## config.mk

```make
export PLATFORM = sky130hd
export DESIGN_NAME = bram_program_loader_flat
export DESIGN_NICKNAME = d
export VERILOG_FILES = /design/src/rtl/bram_program_loader_if.sv /design/src/rtl/bram_program_loader.sv /design/src/flat_wrapper.sv
export SDC_FILE = /design/constraint.sdc
export NUM_CORES = 1
export LEC_CHECK = 0
export CORE_AREA = 2 2 163 165
export DETAILED_ROUTE_END_ITERATION = 7
export DIE_AREA = 0 0 165 167
export PLACE_DENSITY = 0.63
export SETUP_SLACK_MARGIN = 0.15
export SLEW_MARGIN = 20
export SYNTH_ARGS = -nofsm -noshare
export SYNTH_HDL_FRONTEND = slang
export SYNTH_SLANG_ARGS = --single-unit
```

## constraint.sdc

```tcl
create_clock -name clock -period 7.6 [get_ports clock]
set_input_delay 1.14 -clock clock [delete_from_list [all_inputs] [get_ports clock]]
set_output_delay 1.14 -clock clock [all_outputs]
set_load 0.01 [all_outputs]
```

## src/rtl/bram_program_loader_if.sv

```systemverilog
// Word-addressed memory bus between memory_interface, the program loader
// and the BRAM subsystem data port. The requester is the master; the memory
// side is the slave and returns rdata/raddr/valid/ready.
interface bram_program_loader_if #(
    parameter int DATA_WIDTH   = 32,
    parameter int ADDRESS_BITS = 32
);
    logic                    read;
    logic                    write;
    logic [DATA_WIDTH/8-1:0] byte_en;
    logic [ADDRESS_BITS-1:0] address;
    logic [DATA_WIDTH-1:0]   wdata;
    logic [DATA_WIDTH-1:0]   rdata;
    logic [ADDRESS_BITS-1:0] raddr;
    logic                    valid;
    logic                    ready;

    modport master (
        output read, write, byte_en, address, wdata,
        input  rdata, raddr, valid, ready
    );

    modport slave (
        input  read, write, byte_en, address, wdata,
        output rdata, raddr, valid, ready
    );
endinterface

```

## src/rtl/bram_program_loader.sv

```systemverilog
// Boot-time program loader. Holds the core in reset while an image is
// streamed into BRAM, then releases the core with a one-cycle start pulse
// carrying the entry address, and finally becomes a transparent wire between
// the core's data-side port and the BRAM data port.
module bram_program_loader #(
    parameter int DATA_WIDTH       = 32,
    parameter int ADDRESS_BITS     = 32,
    parameter int MEM_ADDRESS_BITS = 14
) (
    input  logic                      clock,
    input  logic                      reset,
    input  logic                      load_begin,
    input  logic [ADDRESS_BITS-1:0]   load_base,
    input  logic [ADDRESS_BITS-1:0]   load_entry,
    input  logic                      load_valid,
    output logic                      load_ready,
    input  logic [DATA_WIDTH-1:0]     load_data,
    input  logic                      load_last,
    output logic                      core_reset,
    output logic                      core_start,
    output logic [ADDRESS_BITS-1:0]   core_program_addr,
    output logic                      busy,
    output logic                      error,
    output logic [MEM_ADDRESS_BITS:0] word_count,
    bram_program_loader_if.slave      c_bus,
    bram_program_loader_if.master     m_bus
);
    // word_count value at which the BRAM is full; one more write overflows
    localparam logic [MEM_ADDRESS_BITS:0] CAPACITY = {1'b1, {MEM_ADDRESS_BITS{1'b0}}};
    localparam logic [MEM_ADDRESS_BITS:0] ONE      = (MEM_ADDRESS_BITS+1)'(1);

    typedef enum logic [2:0] {IDLE, LOAD, DRAIN, START, RUN, ERROR} state_t;

    state_t                  state;
    logic [ADDRESS_BITS-1:0] base_q;
    logic [ADDRESS_BITS-1:0] entry_q;
    logic                    beat;
    logic                    full;

    // an image word is transferred whenever the loader is loading and BRAM is ready
    assign beat = (state == LOAD) && load_valid && m_bus.ready;
    assign full = (word_count == CAPACITY);

    // control FSM with all status outputs registered
    always_ff @(posedge clock or posedge reset) begin
        if (reset) begin
            state             <= IDLE;
            core_reset        <= 1'b1;
            core_start        <= 1'b0;
            busy              <= 1'b0;
            error             <= 1'b0;
            word_count        <= '0;
            core_program_addr <= '0;
            base_q            <= '0;
            entry_q           <= '0;
        end else begin
            case (state)
                IDLE, ERROR: begin
                    if (load_begin) begin
                        base_q     <= load_base;
                        entry_q    <= load_entry;
                        word_count <= '0;
                        error      <= 1'b0;
                        busy       <= 1'b1;
                        core_reset <= 1'b1;
                        state      <= LOAD;
                    end
                end
                LOAD: begin
                    if (beat) begin
                        if (full) begin
                            // overflow wins over load_last: the word is dropped
                            error <= 1'b1;
                            busy  <= 1'b0;
                            state <= ERROR;
                        end else begin
                            word_count <= word_count + ONE;
                            if (load_last) state <= DRAIN;
                        end
                    end
                end
                DRAIN: begin
                    // let the BRAM port settle before the core starts issuing traffic
                    if (m_bus.ready) begin
                        core_reset        <= 1'b0;
                        core_start        <= 1'b1;
                        core_program_addr <= entry_q;
                        state             <= START;
                    end
                end
                START: begin
                    core_start <= 1'b0;
                    busy       <= 1'b0;
                    state      <= RUN;
                end
                RUN: begin
                    // terminal until reset
                end
                default: state <= IDLE;
            endcase
        end
    end

    // bus steering: loader writes during LOAD, straight passthrough in RUN, quiet otherwise
    always_comb begin
        load_ready      = 1'b0;
        m_bus.read      = 1'b0;
        m_bus.write     = 1'b0;
        m_bus.byte_en   = '0;
        m_bus.address   = '0;
        m_bus.wdata     = '0;
        c_bus.rdata     = '0;
        c_bus.raddr     = '0;
        c_bus.valid     = 1'b0;
        c_bus.ready     = 1'b0;
        case (state)
            LOAD: begin
                load_ready = m_bus.ready;
                if (beat && !full) begin
                    m_bus.write   = 1'b1;
                    m_bus.byte_en = '1;
                    m_bus.address = base_q + ADDRESS_BITS'(word_count);
                    m_bus.wdata   = load_data;
                end
            end
            RUN: begin
                m_bus.read    = c_bus.read;
                m_bus.write   = c_bus.write;
                m_bus.byte_en = c_bus.byte_en;
                m_bus.address = c_bus.address;
                m_bus.wdata   = c_bus.wdata;
                c_bus.rdata   = m_bus.rdata;
                c_bus.raddr   = m_bus.raddr;
                c_bus.valid   = m_bus.valid;
                c_bus.ready   = m_bus.ready;
            end
            default: begin
            end
        endcase
    end
endmodule

```

## src/flat_wrapper.sv

```systemverilog
// flat-port wrapper written by rule: the top's interface ports become plain ports
module bram_program_loader_flat 
#(
    parameter int DATA_WIDTH       = 32,
    parameter int ADDRESS_BITS     = 32,
    parameter int MEM_ADDRESS_BITS = 14
)
  (clock, reset, load_begin, load_base, load_entry, load_valid, load_ready, load_data, load_last, core_reset, core_start, core_program_addr, busy, error, word_count, c_bus_read, c_bus_write, c_bus_byte_en, c_bus_address, c_bus_wdata, c_bus_rdata, c_bus_raddr, c_bus_valid, c_bus_ready, m_bus_read, m_bus_write, m_bus_byte_en, m_bus_address, m_bus_wdata, m_bus_rdata, m_bus_raddr, m_bus_valid, m_bus_ready);
  bram_program_loader_if #(.DATA_WIDTH(DATA_WIDTH), .ADDRESS_BITS(ADDRESS_BITS)) c_bus_i ();
  bram_program_loader_if #(.DATA_WIDTH(DATA_WIDTH), .ADDRESS_BITS(ADDRESS_BITS)) m_bus_i ();
  input  logic clock;
  input  logic reset;
  input  logic load_begin;
  input  logic [ADDRESS_BITS-1:0] load_base;
  input  logic [ADDRESS_BITS-1:0] load_entry;
  input  logic load_valid;
  output logic load_ready;
  input  logic [DATA_WIDTH-1:0] load_data;
  input  logic load_last;
  output logic core_reset;
  output logic core_start;
  output logic [ADDRESS_BITS-1:0] core_program_addr;
  output logic busy;
  output logic error;
  output logic [MEM_ADDRESS_BITS:0] word_count;
  input wire logic [$bits(c_bus_i.read)-1:0] c_bus_read;
  input wire logic [$bits(c_bus_i.write)-1:0] c_bus_write;
  input wire logic [$bits(c_bus_i.byte_en)-1:0] c_bus_byte_en;
  input wire logic [$bits(c_bus_i.address)-1:0] c_bus_address;
  input wire logic [$bits(c_bus_i.wdata)-1:0] c_bus_wdata;
  output wire logic [$bits(c_bus_i.rdata)-1:0] c_bus_rdata;
  output wire logic [$bits(c_bus_i.raddr)-1:0] c_bus_raddr;
  output wire logic [$bits(c_bus_i.valid)-1:0] c_bus_valid;
  output wire logic [$bits(c_bus_i.ready)-1:0] c_bus_ready;
  output wire logic [$bits(m_bus_i.read)-1:0] m_bus_read;
  output wire logic [$bits(m_bus_i.write)-1:0] m_bus_write;
  output wire logic [$bits(m_bus_i.byte_en)-1:0] m_bus_byte_en;
  output wire logic [$bits(m_bus_i.address)-1:0] m_bus_address;
  output wire logic [$bits(m_bus_i.wdata)-1:0] m_bus_wdata;
  input wire logic [$bits(m_bus_i.rdata)-1:0] m_bus_rdata;
  input wire logic [$bits(m_bus_i.raddr)-1:0] m_bus_raddr;
  input wire logic [$bits(m_bus_i.valid)-1:0] m_bus_valid;
  input wire logic [$bits(m_bus_i.ready)-1:0] m_bus_ready;
  assign c_bus_i.read = c_bus_read;
  assign c_bus_i.write = c_bus_write;
  assign c_bus_i.byte_en = c_bus_byte_en;
  assign c_bus_i.address = c_bus_address;
  assign c_bus_i.wdata = c_bus_wdata;
  assign c_bus_rdata = c_bus_i.rdata;
  assign c_bus_raddr = c_bus_i.raddr;
  assign c_bus_valid = c_bus_i.valid;
  assign c_bus_ready = c_bus_i.ready;
  assign m_bus_read = m_bus_i.read;
  assign m_bus_write = m_bus_i.write;
  assign m_bus_byte_en = m_bus_i.byte_en;
  assign m_bus_address = m_bus_i.address;
  assign m_bus_wdata = m_bus_i.wdata;
  assign m_bus_i.rdata = m_bus_rdata;
  assign m_bus_i.raddr = m_bus_raddr;
  assign m_bus_i.valid = m_bus_valid;
  assign m_bus_i.ready = m_bus_ready;
  bram_program_loader #(.DATA_WIDTH(DATA_WIDTH), .ADDRESS_BITS(ADDRESS_BITS), .MEM_ADDRESS_BITS(MEM_ADDRESS_BITS)) u_core (.clock(clock), .reset(reset), .load_begin(load_begin), .load_base(load_base), .load_entry(load_entry), .load_valid(load_valid), .load_ready(load_ready), .load_data(load_data), .load_last(load_last), .core_reset(core_reset), .core_start(core_start), .core_program_addr(core_program_addr), .busy(busy), .error(error), .word_count(word_count), .c_bus(c_bus_i), .m_bus(m_bus_i));
endmodule
```

==> flow_results.org, run 1 <==
** Drt
- Summed over all layers, the routed wires come to 28.8 mm.
- In the routed design, unresolved DRC markers number 0.
- Via count of the routed design :: approximately 7k
- In the final routed layout, each cell accounts on average for 19.8 um.
- Iteration-0 DRC Markers :: about 340
- The detail route stage leaves a number of antenna-violating nets equal to 0.
- Count of TritonRoute iterations in the first routing pass :: 4
- Using the TritonRoute via totals, the vias-per-cell ratio works out to 4.79.

** Setup path
- In this design, the largest share of critical-path delay is due to buffers and inverters.
- The worst register-to-register path begins at u_core.state[0].
- The critical path starts at m_bus_ready.
- For this run, the slowest stage of the critical path takes around 640 ps.
- The worst setup path is of the input port to output port kind.
- Number of buffers and inverters on the critical path :: 3
- R2R Path End :: u_core.word_count[1]
- For the worst setup path, the data arrival time is ~4100 ps.
- FF-to-FF setup slack :: approximately 5000 ps
- Path depth of the worst reg2reg path :: 6
- STA classifies the critical path endpoint as an output port.
- On the critical path, the stage with the largest delay is an instance of sky130_fd_sc_hd__nor2_4.
- Cell breakdown of the critical path :: clkdlybuf4s50_1 -> nand3_1 -> nor2_4 -> buf_4 -> nand2_1 -> or3_1 -> nand3_1 -> clkdlybuf4s50_1
- Worst endpoint required time :: ~6500 ps
- STA classifies the critical path startpoint as an input port.
- Along the worst path, the maximum fanout reaches 30.

** Synthesis
- Synthesis produced a netlist whose cell count is just under 700.
- Flops & latches, synth :: roughly 120
- The netlist uses 56 different library cells.
- Yosys mapped a number of flops with a built-in enable equal to 0.
- The share of the Yosys chip area taken by registers is between 40% and 50%.
- Average cell area after synthesis :: between 10 and 15 um2
- Post-synth design cell area :: 7010 um2
- Most used DFF post-synth :: sky130_fd_sc_hd__dfrtp_1
- The number of nets handed over by synthesis was between 900 and 1k.
- In the synthesized netlist the async set-or-reset flop fraction comes to 100%.
- Warnings from Yosys :: 0

** Worst hold path
- The path class of the tightest hold or removal check is flop to flop.
- Counting instances, the worst hold path has a depth of 2.
- Start point of the worst hold path :: u_core.error
- Endpoint with the worst hold slack :: u_core.error

** Clocking
- Skew-Pair Late Insertion Delay :: about 410 ps
- CTS H-tree depth :: 4
- The clock passes through at most 2 buffers.
- Clock-pin slew on the worst setup and hold paths :: approximately 50 ps
- Counting every sink on the clock net gives 118.
- The tree is rooted in a sky130_fd_sc_hd__clkbuf_16.
- Gates resized, CTS repair :: 0
- TritonCTS built the clock tree.
- Number of buffers inserted during clock tree synthesis :: 17
- Hold buffer count at CTS :: 0
- In this run the post-CTS setup repair buffer count came out at 0.

** Power
- The internal portion of the total power is around 2400 uW.
- The share of total power dissipated in sequential elements is a little under a third.
- Combinational logic is responsible for between 40% and 50% of the overall power.
- Maximum ir drop on the vdd rail :: between 200 and 250 uV
- Net switching power :: approximately 1200 uW
- Of the total power, the share spent switching nets is between 30% and 40%.
- Final Total Pwr :: between 3000 and 4000 uW
- P per Cell Area :: 298 nW/um2
- The clock network is responsible for about 22% of the overall power.
- In this run the static leakage power is between 0.004 and 0.005 uW.

** Timing
- After routing, the total negative slack on setup checks comes to 0 ps.
- The number of endpoints with negative hold slack in the final report came to 0.
- The number of max-slew violations in the final report was 0.
- Setup violations remaining at the end of the flow were counted as 0.
- Headroom to the max-slew limit came out at 32.6%.
- Transition time at the pin with the least slew margin :: 1010 ps
- In the finished design, the share of the clock period the worst path needs comes to between 60% and 70%.
- The clock arrives with roughly 6.5 ps of skew.
- Post-route minimum period :: 5190 ps
- Achievable Freq :: 0.193 GHz
- Unrepaired setup endpoints after global routing :: no

** Finish
- Count of placed standard cells in the final layout, fillers left out :: 1454
- Total number of nets in the final design :: 1361
- Cells with a size suffix above 1 make up 12.7% of the layout.
- Growth of design area from synthesis to finish :: 73.8%

** Global routing
- The number of antenna violations at the first check in global routing came to 3.
- Via count of the first global-routing pass :: ~6.9k
- First-pass GRT wire length :: between 40 and 50 mm
- For this run the aggregate overflow at the end of global routing stands at 0.
- Entering global routing, the biggest net connects 75 pins.
- In the global route stage, overall resource usage came out at 20.2%.

** Outcome
- Status :: completed

** Placement
- Global placement routability congestion :: 0.833
- Port Buffers :: approximately 420
- Total half-perimeter wirelength after legalization and detailed placement :: ~22 mm
- Placed Instances :: approximately 1.4k

** Die
- Placeable core area :: 25800 um2
- The floorplan step set the die height to around 170 um.
- Width of the chip :: 165 um
- The floorplan has 59 rows.
- The initial utilization of the core area, before any placement, comes to a little over a quarter.
- The die covers approximately 28000 um2.
- Total I/O pin count :: 425

** Run
- Reported max-cap violation count :: 0
-- area by class of cell --
type                            count  area, um2
Clock inverter                     10        123
Clock buffer                       21        470
Fill cell                        2421      13600
Tap cell                          335        419
Antenna cell                        1       2.50
Inverter                           13       51.3
Multi-Input combinational cell    526       3870
Timing Repair Buffer              430       4290
Sequential cell                   118       2950
-- placed cells by master, fill, tap and decap left out, types with 2 or more instances in the layout --
master / count
sky130_fd_sc_hd__dfrtp_1: 117
sky130_fd_sc_hd__ha_1: 17
sky130_fd_sc_hd__nand4b_1: 2
sky130_fd_sc_hd__bufinv_16: 2
sky130_fd_sc_hd__nor2_4: 3
sky130_fd_sc_hd__o21a_1: 2
sky130_fd_sc_hd__xor2_1: 15
sky130_fd_sc_hd__clkdlybuf4s50_1: 424
sky130_fd_sc_hd__nand3_1: 23
sky130_fd_sc_hd__nor4_1: 5
sky130_fd_sc_hd__xnor2_1: 18
sky130_fd_sc_hd__and3_1: 2
sky130_fd_sc_hd__clkbuf_16: 17
sky130_fd_sc_hd__clkbuf_8: 3
sky130_fd_sc_hd__a22o_1: 34
sky130_fd_sc_hd__mux2_2: 93
sky130_fd_sc_hd__a21oi_1: 22
sky130_fd_sc_hd__clkinvlp_4: 3
sky130_fd_sc_hd__clkinv_4: 3
sky130_fd_sc_hd__o21bai_1: 2
sky130_fd_sc_hd__nor3_1: 6
sky130_fd_sc_hd__nor2_1: 24
sky130_fd_sc_hd__a31oi_1: 7
sky130_fd_sc_hd__and4_1: 4
sky130_fd_sc_hd__a32o_1: 5
sky130_fd_sc_hd__a221o_1: 2
sky130_fd_sc_hd__and2_1: 75
sky130_fd_sc_hd__or3_1: 7
sky130_fd_sc_hd__a211oi_1: 7
sky130_fd_sc_hd__o21ai_0: 40
sky130_fd_sc_hd__a21o_1: 3
sky130_fd_sc_hd__buf_4: 6
sky130_fd_sc_hd__nand3b_1: 2
sky130_fd_sc_hd__a211o_1: 2
sky130_fd_sc_hd__nand4_1: 12
sky130_fd_sc_hd__inv_1: 12
sky130_fd_sc_hd__a32oi_1: 4
sky130_fd_sc_hd__nand2_1: 67
-- per-stage QoR --
step | utilization [%] | instance area, um2 | setup slack (ps) | hold slack (ps)
floorplan | - | 7010 | 3330 | 475
global placement | 45.0 | 11600 | 2420 | 467
detailed placement | 45.0 | 11600 | 2380 | 483
CTS | 47.3 | 12200 | 2380 | 494
global route | 47.3 | 12200 | 2250 | 516
finish | 47.3 | 12200 | 2410 | 491
-- worst min-delay path, stage by stage (launching register included) --
cell                      delay, ps
sky130_fd_sc_hd__dfrtp_1        350
sky130_fd_sc_hd__nand2_1         50
sky130_fd_sc_hd__o21ai_0         60
-- logic make-up after synthesis --
logic type | synth area share (%)
adders and majority gates | 3.32
and+or+nand+nor | 18.0
buffers and inverters | 3.00
muxes | 15.1
AOI/OAI and AO/OA | 14.3
xor gates and xnor gates | 4.12
DFF | 42.2
-- Yosys cell counts (3+ instances only) --
cell type | instances | share of area, %
sky130_fd_sc_hd__nor2_1 | 26 | 1.4
sky130_fd_sc_hd__a31oi_1 | 7 | 0.62
sky130_fd_sc_hd__o21ai_0 | 40 | 2.9
sky130_fd_sc_hd__a21oi_1 | 22 | 1.6
sky130_fd_sc_hd__nor4_1 | 5 | 0.45
sky130_fd_sc_hd__mux2_2 | 93 | 15
sky130_fd_sc_hd__or3_1 | 7 | 0.62
sky130_fd_sc_hd__nor3_1 | 6 | 0.43
sky130_fd_sc_hd__xor2_1 | 15 | 1.9
sky130_fd_sc_hd__and4_1 | 4 | 0.50
sky130_fd_sc_hd__a32o_1 | 5 | 0.71
sky130_fd_sc_hd__a32oi_1 | 4 | 0.50
sky130_fd_sc_hd__nand4_1 | 12 | 1.1
sky130_fd_sc_hd__dfrtp_1 | 117 | 42
sky130_fd_sc_hd__xnor2_1 | 18 | 2.2
sky130_fd_sc_hd__nand2_1 | 67 | 3.6
sky130_fd_sc_hd__buf_2 | 15 | 1.1
sky130_fd_sc_hd__a21o_1 | 3 | 0.32
sky130_fd_sc_hd__inv_1 | 13 | 0.70
sky130_fd_sc_hd__nand3_1 | 23 | 1.6
sky130_fd_sc_hd__clkbuf_1 | 21 | 1.1
sky130_fd_sc_hd__a22o_1 | 34 | 4.2
sky130_fd_sc_hd__and2_1 | 75 | 6.7
sky130_fd_sc_hd__a211oi_1 | 7 | 0.75
sky130_fd_sc_hd__ha_1 | 17 | 3.0
-- routing by layer --
metal	vias to the layer above	part of all wire (%)	GRT usage, %
met1	3302	39	23.3
met2	265	47	32.9
li1	3331	-	-
met5	-	0.16	0
met3	64	9.1	7.52
met4	6	4.1	9.41
-- worst max path at each step --
stage / to / slack (ps) / cells after the start
final: m_bus_address[30] / 2410 / 8
after global routing: m_bus_address[30] / 2250 / 8
after CTS: m_bus_address[30] / 2380 / 8
after detailed placement: m_bus_address[30] / 2380 / 8
after global placement: m_bus_address[30] / 2420 / 8
after floorplan: u_core.base_q[0] / 3330 / 1
-- flip-flops by register name, summed over array words and instances (netlist names) --
name / count
u_core.base_q: 32
u_core.core_program_addr: 32
u_core.entry_q: 32
u_core.word_count: 15
u_core.state: 3
u_core.busy: 1
u_core.core_reset: 1
u_core.core_start: 1
u_core.error: 1
-- power groups by stage --
stage | sequential, uW | clock [uW] | combinational, uW
floorplan | 1120 | 0 | 896
global placement | 1140 | 0 | 1680
detailed placement | 1150 | 0 | 1690
CTS | 1140 | 828 | 1700
global route | 1190 | 856 | 1820
finish | 1140 | 806 | 1680
Note: power is estimated with default switching activity, not from simulation.
==> run 2, diff against run 1 <==
--- a/config.mk
+++ b/config.mk
@@ -5,10 +5,10 @@
 export SDC_FILE = /design/constraint.sdc
 export NUM_CORES = 1
 export LEC_CHECK = 0
-export CORE_AREA = 2 2 163 165
+export CORE_AREA = 2 2 165 167
 export DETAILED_ROUTE_END_ITERATION = 7
-export DIE_AREA = 0 0 165 167
-export PLACE_DENSITY = 0.63
+export DIE_AREA = 0 0 167 169
+export PLACE_DENSITY = 0.64
 export SETUP_SLACK_MARGIN = 0.15
 export SLEW_MARGIN = 20
 export SYNTH_ARGS = -nofsm -noshare
==> constraint.sdc (replaced) <==
create_clock -name clock -period 4.3 [get_ports clock]
set_input_delay 0.645 -clock clock [delete_from_list [all_inputs] [get_ports clock]]
set_output_delay 0.645 -clock clock [all_outputs]
set_load 0.01 [all_outputs]
==> run 2 against run 1 <==
Compared with the run above: final cell count increased by 0.83%; flip-flop and latch count unchanged; die area increased by 2.4%; sequential power up 77%.
==> flow_results.org, run 2 (synthesis gave the netlist of run 1 again) <==
** Drt
- The number of nets with antenna violations after routing was 0 (unchanged).
- The count of TritonRoute iterations in the first routing pass is 5 (+1).
- The via-per-instance ratio was 4.84 (+1.0%).
- The number of DRC markers in iteration 0 is 330 (-1.5%).
- Average wire per cell in the routed design :: 20.8 um (+5.0%)
- The post-detailed-routing wire length came to 30.4 mm (+5.9%).
- Via count of the routed design :: 7097 (+1.9%)
- The remaining design rule violation count came to 0 (unchanged).

** Die
- The core area was 26500 um2 (+2.9%).
- Area of the die :: 28200 um2 (+2.4%)
- Total I/O pin count :: 425 (unchanged)
- The site row count is 60 (+1.7%).
- The horizontal die dimension came to 167 um (+1.2%).
- Effective utilization at floorplan :: 26.4% (-0.76 points)
- Height of the die :: 169 um (+1.2%)

** Finish
- Largest registers in the final layout :: u_core.base_q: 32 flops, u_core.core_program_addr: 32 flops, u_core.entry_q: 32 flops
- The number of nets in the final layout came to 1365 (+0.29%).
- Most common cell after layout, fill and taps aside :: sky130_fd_sc_hd__clkdlybuf4s50_1
- Layout cell share with drive strength beyond 1 :: 13.4% (+0.74 points)
- Area of the multi-input gates :: 3880 um2 (+0.36%)
- Total area of sequential cells :: 2950 um2 (unchanged)
- Layout fillers :: 2520 (+4.1%)
- Leading cell types in the layout, fill and taps excluded :: 424 x sky130_fd_sc_hd__clkdlybuf4s50_1, 117 x sky130_fd_sc_hd__dfrtp_1, 93 x sky130_fd_sc_hd__mux2_2
- Growth of design area from synthesis to finish :: 75.9%
- The final cell utilization of the core is 46.5% (-0.75 points).

** Timing
- Transition time at the pin with the least slew margin :: 993 ps (-15.3 ps)
- The worst hold margin was 500 ps (+8.93 ps).
- Setup repair after global routing could not meet its margin everywhere.
- The relative max-transition margin came to 33.6% (+1.0 points).
- The worst clock skew on the final layout was 10.2 ps (+3.75 ps).
- The number of endpoints with negative hold slack in the final report was 0 (unchanged).
- After layout, the worst path uses between 90% and 100% of the clock period.
- Final setup viols :: 0 (unchanged)
- Post-route minimum period :: ~4100 ps
- Setup slack of the critical path after layout :: 248 ps (-2160 ps)
- The setup TNS is 0 ps (unchanged).
- Number of pins exceeding their max-slew limit in the final report :: 0 (unchanged)
- Derived from the worst setup path, the maximum achievable clock frequency is approximately 0.25 GHz.

** Setup path
- The combined buffer and inverter count along the critical path is 1 (-2).
- The endpoint identified for the worst register-to-register timing path is u_core.core_program_addr[14].
- By instance count, the cell type seen most on the critical path is sky130_fd_sc_hd__o21a_1.
- Worst endpoint required time :: 3650 ps (-2810 ps)
- Worst path slowest cell :: sky130_fd_sc_hd__clkdlybuf4s50_1
- Sort of element at the end of the critical path :: output port
- Data arrival time of the critical path :: 3410 ps (-640 ps)
- Category of the most critical setup path :: flop to output port
- Critical path startpoint category :: flop
- The signal on the critical path passes through ha_1 -> and2_4 -> a221o_1 -> o21a_1 -> o21a_1 -> or3_1 -> a32o_1 -> clkdlybuf4s50_1.
- Top delay family on crit path :: compound AO/OA/AOI/OAI gates
- The register-to-register setup slack is 1850 ps (-3180 ps).
- The maximum net fanout on the critical path was 8 (-73%).
- The worst stage delay on the critical path is 540 ps (-100 ps).
- The depth of the worst register-to-register path is 5 (-1).
- The startpoint identified for the worst register-to-register timing path is u_core.state[1].

** Worst hold path
- Worst hold path type :: flop to flop
- Start point of the worst hold path :: u_core.entry_q[24]
- The path with the worst hold slack has its endpoint at u_core.entry_q[24].
- Depth of the worst hold-timing path :: 1 (-1)

** Placement
- Global placement routability congestion :: 0.849 (+2.0%)
- Pre-CTS setup slack :: 347 ps (-2030 ps)
- Total half-perimeter wirelength after legalization and detailed placement :: 23.9 mm (+6.8%)
- Port Buffers :: 424 (unchanged)

** Global routing
- The first-pass GRT wire length is 44.9 mm (+6.8%).
- Pin count of the biggest net entering global routing :: 81 (+8.0%)
- The leftover overflow at the end of global routing is 0 (unchanged).
- The number of antenna violations at the first check in global routing was 3 (unchanged).
- Global-route usage over all layers :: 20.9% (+0.77 points)
- Via count of the first global-routing pass :: 7207 (+4.3%)

** Clocking
- Clock-pin slew on the worst setup and hold paths :: 60 ps (about the same)
- The total setup buffers inserted after CTS came to 0 (unchanged).
- Hold buffer count at CTS :: 0 (unchanged)
- The total clock sinks is 118 (unchanged).
- The number of H-tree levels came to 4 (unchanged).
- Root buffer cell :: sky130_fd_sc_hd__clkbuf_16
- The clock latency of the later-clocked register in the worst-skew pair is 420 ps (about the same).
- Maximum root-to-sink buffer count :: 2 (unchanged)
- Number of buffers inserted during clock tree synthesis :: 17 (unchanged)
- TritonCTS built the clock tree.

** Power
- Maximum ir drop on the vdd rail :: 435 uV (+110%)
- The cell leakage power is 0.00489 uW (+1.5%).
- P per Cell Area :: 536 nW/um2 (+80%)
- Final Total Pwr :: 6610 uW (+82%)

** Outcome
- The flow ran to the end, and the final reports show no timing, DRC or antenna violations.

** Run
- The max capacitance violation total is 0 (unchanged).
-- run 2: worst max path at each step --
stage	start	endpoint	slack, ps	cells after the start
2_1_floorplan	reset	u_core.base_q[0]	530	1
3_3_place_gp	m_bus_ready	m_bus_address[10]	350	6
3_5_place_dp	m_bus_ready	m_bus_address[10]	350	6
4_1_cts	u_core.state[0]	m_bus_address[28]	220	9
5_1_grt	u_core.word_count[9]	m_bus_address[24]	80	8
6_report	u_core.word_count[4]	m_bus_address[8]	250	8
-- run 2: power by group --
| part | internal [uW] | total [uW] | switching (uW) |
|---|---|---|---|
| logic | 1710 | 3030 | 1320 |
| clock network | 1030 | 1560 | 528 |
| registers | 1620 | 2020 | 400 |
| total | 4360 | 6610 | 2250 |
-- run 2: cell type report --
type                            count  share of cell area [%]
Inverter                           13                   0.416
Multi-Input combinational cell    526                    31.5
Clock buffer                       21                    3.90
Clock inverter                     11                    1.39
Timing Repair Buffer              434                    35.3
Antenna cell                        2                  0.0406
Tap cell                          341                    3.46
Sequential cell                   118                    24.0
-- run 2: repair_timing --
| item | in CTS | in global routing |
|---|---|---|
| setup endpoints to repair | 3 | 32 |
| endpoints found under the hold margin | 0 | 0 |
| gates resized for setup | 1 | 3 |
-- run 2: layer usage --
layer | vias to the layer above | part of all wire [%] | global-route usage [%]
met5 | - | 0.043 | 0
met4 | 2 | 2.6 | 6.86
li1 | 3334 | - | -
met1 | 3426 | 40 | 24.3
met3 | 42 | 6.7 | 5.96
met2 | 293 | 51 | 37.2
-- run 2: stage by stage --
step,instances,cell area (um2)
2_1_floorplan,694,7010
3_3_place_gp,1432,11700
3_5_place_dp,1432,11700
4_1_cts,1464,12300
5_1_grt,1466,12300
6_report,1466,12300
